$ cat config.mk
export PLATFORM = sky130hd
export DESIGN_NAME = apb_master_sched
export DESIGN_NICKNAME = d
export VERILOG_FILES = /design/src/rtl/apb_master_sched.sv
export SDC_FILE = /design/constraint.sdc
export NUM_CORES = 1
export LEC_CHECK = 0
export ABC_AREA = 1
export CAP_MARGIN = 10
export CORE_ASPECT_RATIO = 1.1
export CORE_MARGIN = 3
export CORE_UTILIZATION = 43
export DETAILED_ROUTE_END_ITERATION = 10
export PLACE_DENSITY = 0.94
export SYNTH_ARGS = -nofsm -noshare
export SYNTH_HDL_FRONTEND = slang
export SYNTH_SLANG_ARGS = --single-unit
$ cat constraint.sdc
create_clock -name clk -period 4.3 [get_ports clk]
set_input_delay 0.645 -clock clk [delete_from_list [all_inputs] [get_ports clk]]
set_output_delay 0.645 -clock clk [all_outputs]
set_load 0.01 [all_outputs]
$ cat src/rtl/apb_master_sched.sv
// apb_master_sched: round-robin scheduler sharing one APB master port.
// Define APB_SCHED_TIMEOUT_EN to enable the ACCESS-phase watchdog.
module apb_master_sched #(
    parameter int MASTERS        = 4,
    parameter int BUS_WIDTH      = 16,
    parameter int DATA_WIDTH     = 16,
    parameter int TIMEOUT_CYCLES = 64
) (
    input  logic                          clk,
    input  logic                          rst,
    input  logic [MASTERS-1:0]            req,
    input  logic [MASTERS-1:0]            req_write,
    input  logic [MASTERS*BUS_WIDTH-1:0]  req_addr,
    input  logic [MASTERS*DATA_WIDTH-1:0] req_wdata,
    output logic [MASTERS-1:0]            ack,
    output logic [DATA_WIDTH-1:0]         rdata,
    output logic                          err,
    output logic                          busy,
    output logic [$clog2(MASTERS)-1:0]    owner,
    output logic [BUS_WIDTH-1:0]          M_PADDR,
    output logic                          M_PWRITE,
    output logic                          M_PSEL,
    output logic                          M_PENABLE,
    output logic [DATA_WIDTH-1:0]         M_PWDATA,
    input  logic [DATA_WIDTH-1:0]         M_PRDATA,
    input  logic                          M_PREADY
);

    localparam int OW  = $clog2(MASTERS);
    localparam int TCW = $clog2(TIMEOUT_CYCLES + 1);

`ifdef APB_SCHED_TIMEOUT_EN
    localparam bit TO_EN = 1'b1;
`else
    localparam bit TO_EN = 1'b0;
`endif

    typedef enum logic [1:0] {
        IDLE,
        SETUP,
        ACCESS,
        RESP
    } state_t;

    state_t          state;
    state_t          state_nxt;
    logic [OW-1:0]   last_owner;
    logic [OW-1:0]   winner;
    logic            found;
    logic [TCW-1:0]  tcnt;
    logic            expire;
    logic            err_q;

    // First requester strictly after last_owner, wrapping around.
    always_comb begin
        winner = '0;
        found  = 1'b0;
        for (int i = 1; i <= MASTERS; i++) begin
            if (!found && req[(int'(last_owner) + i) % MASTERS]) begin
                found  = 1'b1;
                winner = OW'((int'(last_owner) + i) % MASTERS);
            end
        end
    end

    assign expire = TO_EN && (state == ACCESS) && !M_PREADY
                    && (tcnt == TCW'(TIMEOUT_CYCLES - 1));

    always_ff @(posedge clk) begin
        if (rst) begin
            state <= IDLE;
        end else begin
            state <= state_nxt;
        end
    end

    always_comb begin
        state_nxt = state;
        M_PSEL    = 1'b0;
        M_PENABLE = 1'b0;
        ack       = '0;
        unique case (state)
            IDLE: begin
                if (found) begin
                    state_nxt = SETUP;
                end
            end
            SETUP: begin
                M_PSEL    = 1'b1;
                state_nxt = ACCESS;
            end
            ACCESS: begin
                M_PSEL    = 1'b1;
                M_PENABLE = 1'b1;
                if (M_PREADY || expire) begin
                    state_nxt = RESP;
                end
            end
            RESP: begin
                ack[owner] = 1'b1;
                state_nxt  = IDLE;
            end
            default: state_nxt = IDLE;
        endcase
    end

    assign busy = (state != IDLE);
    assign err  = err_q;

    always_ff @(posedge clk) begin
        if (rst) begin
            M_PADDR    <= '0;
            M_PWRITE   <= 1'b0;
            M_PWDATA   <= '0;
            owner      <= '0;
            last_owner <= OW'(MASTERS - 1);
            rdata      <= '0;
        end else begin
            unique case (state)
                IDLE: begin
                    if (found) begin
                        M_PADDR  <= req_addr[int'(winner)*BUS_WIDTH +: BUS_WIDTH];
                        M_PWRITE <= req_write[winner];
                        M_PWDATA <= req_wdata[int'(winner)*DATA_WIDTH +: DATA_WIDTH];
                        owner    <= winner;
                        rdata    <= '0;
                    end
                end
                ACCESS: begin
                    if (M_PREADY) begin
                        rdata <= M_PWRITE ? '0 : M_PRDATA;
                    end else if (expire) begin
                        rdata <= '0;
                    end
                end
                RESP: begin
                    last_owner <= owner;
                end
                default: ;
            endcase
        end
    end

    // Watchdog; constant-zero when the timeout feature is compiled out.
    always_ff @(posedge clk) begin
        if (rst) begin
            tcnt  <= '0;
            err_q <= 1'b0;
        end else begin
            if (state == SETUP) begin
                tcnt <= '0;
            end else if (TO_EN && state == ACCESS && !M_PREADY) begin
                tcnt <= tcnt + 1'b1;
            end
            if (state == IDLE && found) begin
                err_q <= 1'b0;
            end else if (expire) begin
                err_q <= 1'b1;
            end
        end
    end

endmodule
* Word level (Yosys, flattened, before mapping)
Cells that the tools add are included.
** Storage, ports and cells
- Flip-flop bits (word level) :: 55
- Input bits :: 155
- Output and inout port bits :: 59
- Word-level logic and storage cells :: 81
** Cells by class
- $add $sub $neg :: 4
- $lt $le $gt $ge :: 7
- Eq/ne operators :: 5
- Shift operators :: 2
- Muxes and demuxes :: 34
- Bitwise gates (word level) :: 4
- Reductions and logical operators :: 18
** Operators with widths (count)
- 64-bit by 7-bit indexed part select with 16-bit output :: 2
- 16-bit two-way mux :: 3
- 16-bit one-hot mux with 2 select lines :: 1
- 3-bit by 4-bit less-than comparator with 1-bit output, second input constant :: 4
- 1-bit two-way mux :: 16
- 2-bit two-way mux :: 6
- 1-bit binary-select mux with 2-bit select :: 5
- 2-bit OR reduction :: 5
- 2-bit one-hot mux with 4 select lines :: 1
- 2-bit by 3-bit less-than comparator with 1-bit output, second input constant :: 2
- 2-bit by 1-bit adder with 2-bit output, second input constant :: 2
- 2-bit adder, second input constant :: 2
- 1-bit bitwise AND, first input constant :: 4
- 2-bit == test, second input constant :: 2
- 1-bit logical AND :: 4
- 4-bit two-way mux :: 1
- 2-bit inequality test, second input constant :: 2
- 2-bit AND reduction :: 2
- 2-bit nonzero test :: 2
- 1-bit zero test :: 3
- 3-bit AND reduction :: 1
- 1-bit demux with 2-bit select :: 1
- 2-bit by 1-bit == test with 1-bit output, second input constant :: 1
- 2-bit by 1-bit greater-or-equal comparator with 1-bit output, second input constant :: 1
- 2-bit zero test :: 1

* Logic depth before layout (Yosys ltp)
- Depth after elaboration :: 18
- Gate-level depth with buffers :: 18
- Gate-level depth less buffers :: 15

* Least setup slack after synthesis
Ideal clock, no wire load.
- Path type :: in2reg
- Start point :: input req[3]
- End point :: register M_PADDR[11]
- Setup time :: 113 ps
- Data arrival time :: 1791 ps
- Data required time :: 4187 ps
- Setup slack :: 2396 ps
- Cell stages on the path :: 13
- Buffers on the path :: 1
- Path through :: inv_1 nand2_1 nand3_1 nand2_1 nor2_4 nand2_1 nor2_2 nand2_1 nand2_4 nand2_4 buf_2 nor2_1 nor2_1
** Between the ends
- Longest elaborated chain between the ends :: 14
- Elaborated cells on any way between the ends :: 28
- Classes of those cells :: shift (1); mux (20); reduce/logical (7)
** Ends and longest elaborated chain
- from (decl) :: line 11 : input logic [MASTERS-1:0] req,
- 1-bit binary-select mux with 2-bit select :: line 59 : if (!found && req[(int'(last_owner) + i) % MASTERS]) begin
- 1-bit two-way mux (not written as such) (2 in series) :: line 59
- 1-bit two-way mux :: line 59
- 1-bit zero test :: line 59
- 1-bit logical AND :: line 59
- 1-bit two-way mux :: line 59
- 1-bit zero test :: line 59
- 1-bit logical AND :: line 59
- 1-bit two-way mux :: line 59
- 1-bit zero test :: line 59
- 1-bit logical AND :: line 59
- 2-bit two-way mux or 1-bit two-way mux (tied branches) :: line 59
- 64-bit by 7-bit indexed part select with 16-bit output or 2-bit AND reduction (tied branches)
- to (signal assigned) :: line 122 : M_PADDR <= req_addr[int'(winner)*BUS_WIDTH +: BUS_WIDTH];
- to (decl) :: line 20 : output logic [BUS_WIDTH-1:0] M_PADDR,
Parallel ways exist; a longest one is shown, timed or not. The select of a mux whose other input is x is not followed.
A chain may end at the register's enable or synchronous reset.

* Worst setup path in the final report
- Start point :: input req[0]
- End point :: register M_PADDR[11]
Same word-level chain as after synthesis.

==> out/results.txt <==
DR pass1 iterations = 6
average wire per standard cell = 12.95 um
HP Start = rdata[12]$_SDFFE_PP0P_
clk slew on worst S/H paths = 110 ps
FF-to-FF setup slack = 1560 ps
# DRC = 0
total of max-cap violations = 0
average size of a mapped cell = 5.837 um^2
register bit total from synthesis = 55
Max IR drop VDD = 0.2967 mV
Max Slew Vio Count = 0
outcome = finished clean
Routed Antenna Nets = 0
GRT Util Overall = 24.12%
Post-Route WL = 12480 um
worst r2r src = last_owner[0]$_SDFFE_PP1P_
Pleak = 2.930 nW
CP arrival = 3130 ps
Clock Path Buffers = 2
CTS Buf Count = 5
Synth cell types = 26
RSZ-0062 raised after global routing = false
Hold Path Sink = rdata[12]$_SDFFE_PP0P_
Hold WC Path Type = reg2reg
CTS root buf = clkbuf_8
Fin. Hold Viols = 0
DRT iter0 DRCs = 177
Worst Path Required = 4550 ps
sequential area share after synthesis = 28.32%
Starting Density = 45.29%
Yosys top cell area share = 28.32%
PwrDens = 569.7 mW/mm^2
Vias/cell = 4.801
Area contributors post-synth = dfxtp_1, nand2_1, nand3_1, nor2_1, inv_1
number of global-route vias before repair = 4411
GRT overflow = 0
final worst setup slack = 1417 ps
final period utilization = 67.04%
Clock Skews = 9.596 ps
Cells after Synth = 666
DIE HEIGHT = 105.7 um
Via Count = 4628
DIE WIDTH = 96.66 um
Synth warnings = 0
share of cells above drive strength 1 = 5.744%
antenna fix cells = 0
routability cong. = 0.8691
Worst-Skew Late Latency = 310 ps
RR Endpoint = M_PADDR[11]$_SDFFE_PP0P_
setup TNS = 0 ps
CTS Hold Bufs = 0
Cell Rows = 35
die area = 0.01022 mm^2
hpwl dp = 9461 um
CTS H-tree lvls = 2
synthesis-to-finish area growth = 54.91%
worst hold stages = 2
fmax = 346.9 MHz
post-cts sizing count = 0
peak fanout along the critical path = 34
final net count = 1011
path depth of the worst reg2reg path = 14
Core Footprint = 0.008583 mm^2
post-CTS setup buffers = 0
CTS Sinks = 55
initial antenna violation count = 0
TritonCTS clock tree = yes
I/O Buffers = 212
CP Capture Type = flop
pin count of the biggest net entering global routing = 51
cell taking the most area after synthesis = dfxtp_1
Synthesized Nets = 825
slew margin rel. = 32.46%
shortest period the worst path allows = 2883 ps
CP Launch Type = primary input
Setup-failing EPs final = 0
Mapped Area = 0.003887 mm^2
FILL cells = 762
critical path class = in2reg
I/O pins = 214
pre-CTS setup slack = 1089 ps
first-pass GRT wire length = 20910 um
Worst Tran Pin Value = 1009 ps
## cells in the final DEF, fill, tap and decap left out
| cell | synthesis | routed |
|---|---|---|
| clkbuf_8 | 0 | 5 |
| nand3_2 | 9 | 9 |
| inv_2 | 6 | 6 |
| nand2_2 | 7 | 7 |
| nor2_4 | 3 | 3 |
| ha_1 | 4 | 4 |
| inv_1 | 91 | 91 |
| buf_4 | 5 | 4 |
| o21ai_0 | 3 | 3 |
| clkdlybuf4s50_1 | 0 | 211 |
| a21oi_1 | 19 | 19 |
| nand2_4 | 6 | 6 |
| a21oi_2 | 1 | 1 |
| o211ai_1 | 2 | 2 |
| buf_2 | 16 | 1 |
| conb_1 | 1 | 1 |
| nor2_2 | 1 | 1 |
| clkinvlp_4 | 0 | 1 |
| nand4_1 | 3 | 3 |
| o31ai_1 | 1 | 1 |
| dfxtp_1 | 55 | 55 |
| nor2_1 | 106 | 106 |
| inv_6 | 1 | 3 |
| nand3_1 | 109 | 109 |
| or2_2 | 1 | 1 |
| a21oi_4 | 1 | 1 |
| nand2_1 | 199 | 199 |
## cells in the mapped netlist (all sizes together)
cell	count
nor2	110
clkbuf	7
ha	4
or2	1
inv	98
buf	30
nand3	118
a21oi	21
nand4	3
nand2	212
o21ai	3
o211ai	2
dfxtp	55
o31ai	1
conb	1
## worst max-delay path, stage by stage
cell and delay (ps):
clkdlybuf4s50_1 500, nand2_1 80, nand2_2 120, nand2_1 60, nand2_1 90, nand2_1 70
nand2_2 90, nor2_4 40, nand2_4 280, nand2_4 290, inv_2 500, nand2_1 130
nand3_2 80, nand2_1 50, nor2_1 70
## layer usage
layer  vias to the layer above  GRT usage (%)  wire, um  part of all wire, %
met1                      2037          28.76      4788                   38
met5                         -              0         0                    0
met2                       169          42.75      6454                   52
li1                       2394              -         -                    -
met4                         0          8.124       357                  2.9
met3                        28          5.162       884                  7.1
## cell families after synthesis
kind of cell	after synthesis	share of synthesized area [%]
simple gates	444	50.34
flops	55	28.32
compound gates	27	4.055
other cells	1	0.09646
fa+ha+maj	4	1.287
buf+inv	135	15.90
## area by class of cell
cell class	count	area, um^2	area share [%]
Clock inverter	3	25.02	0.4155
Multi-Input combinational cell	476	2168	36.01
Clock buffer	5	68.82	1.143
Sequential cell	55	1101	18.28
Inverter	98	372.9	6.192
Tap cell	111	138.9	2.306
Timing Repair Buffer	216	2147	35.65
## through the flow
step | hold WS, ps | power, mW | cell area [um^2] | cells | utilization, %
after global placement | 451.1 | 3.097 | 5928 | 956 | 69.07
final | 470.9 | 3.431 | 6022 | 964 | 70.16
after detailed placement | 455.2 | 3.144 | 5928 | 956 | 69.07
after floorplan | 488.3 | 2.501 | 3887 | 666 | -
after CTS | 472.8 | 3.462 | 6022 | 964 | 70.16
after global routing | 501.9 | 3.793 | 6022 | 964 | 70.16
## worst max-delay path by stage
stage,start,endpoint,slack [ps],depth (start not counted)
6_report,req[0],M_PADDR[11]$_SDFFE_PP0P_,1420,15
5_1_grt,req[0],M_PADDR[6]$_SDFFE_PP0P_,1130,15
4_1_cts,req[0],M_PWDATA[6]$_SDFFE_PP0P_,1420,15
3_5_place_dp,req[0],M_PWDATA[6]$_SDFFE_PP0P_,1090,15
3_3_place_gp,req[0],M_PWDATA[13]$_SDFFE_PP0P_,1170,15
2_1_floorplan,req[3],M_PADDR[11]$_SDFFE_PP0P_,2400,13
## registers in the layout, indices dropped and copies added (netlist names)
name and count:
M_PWDATA 16, last_owner 2, M_PADDR 16, state 2
owner 2, rdata 16, M_PWRITE 1
## power breakdown
part           internal (mW)  total, mW  switching (mW)  leakage [nW]
clock                  0.119      0.307           0.188        0.0452
combinational          0.930       2.35            1.42          2.43
sequential             0.671      0.770          0.0992         0.453
Note: power is estimated with default switching activity, not from simulation.
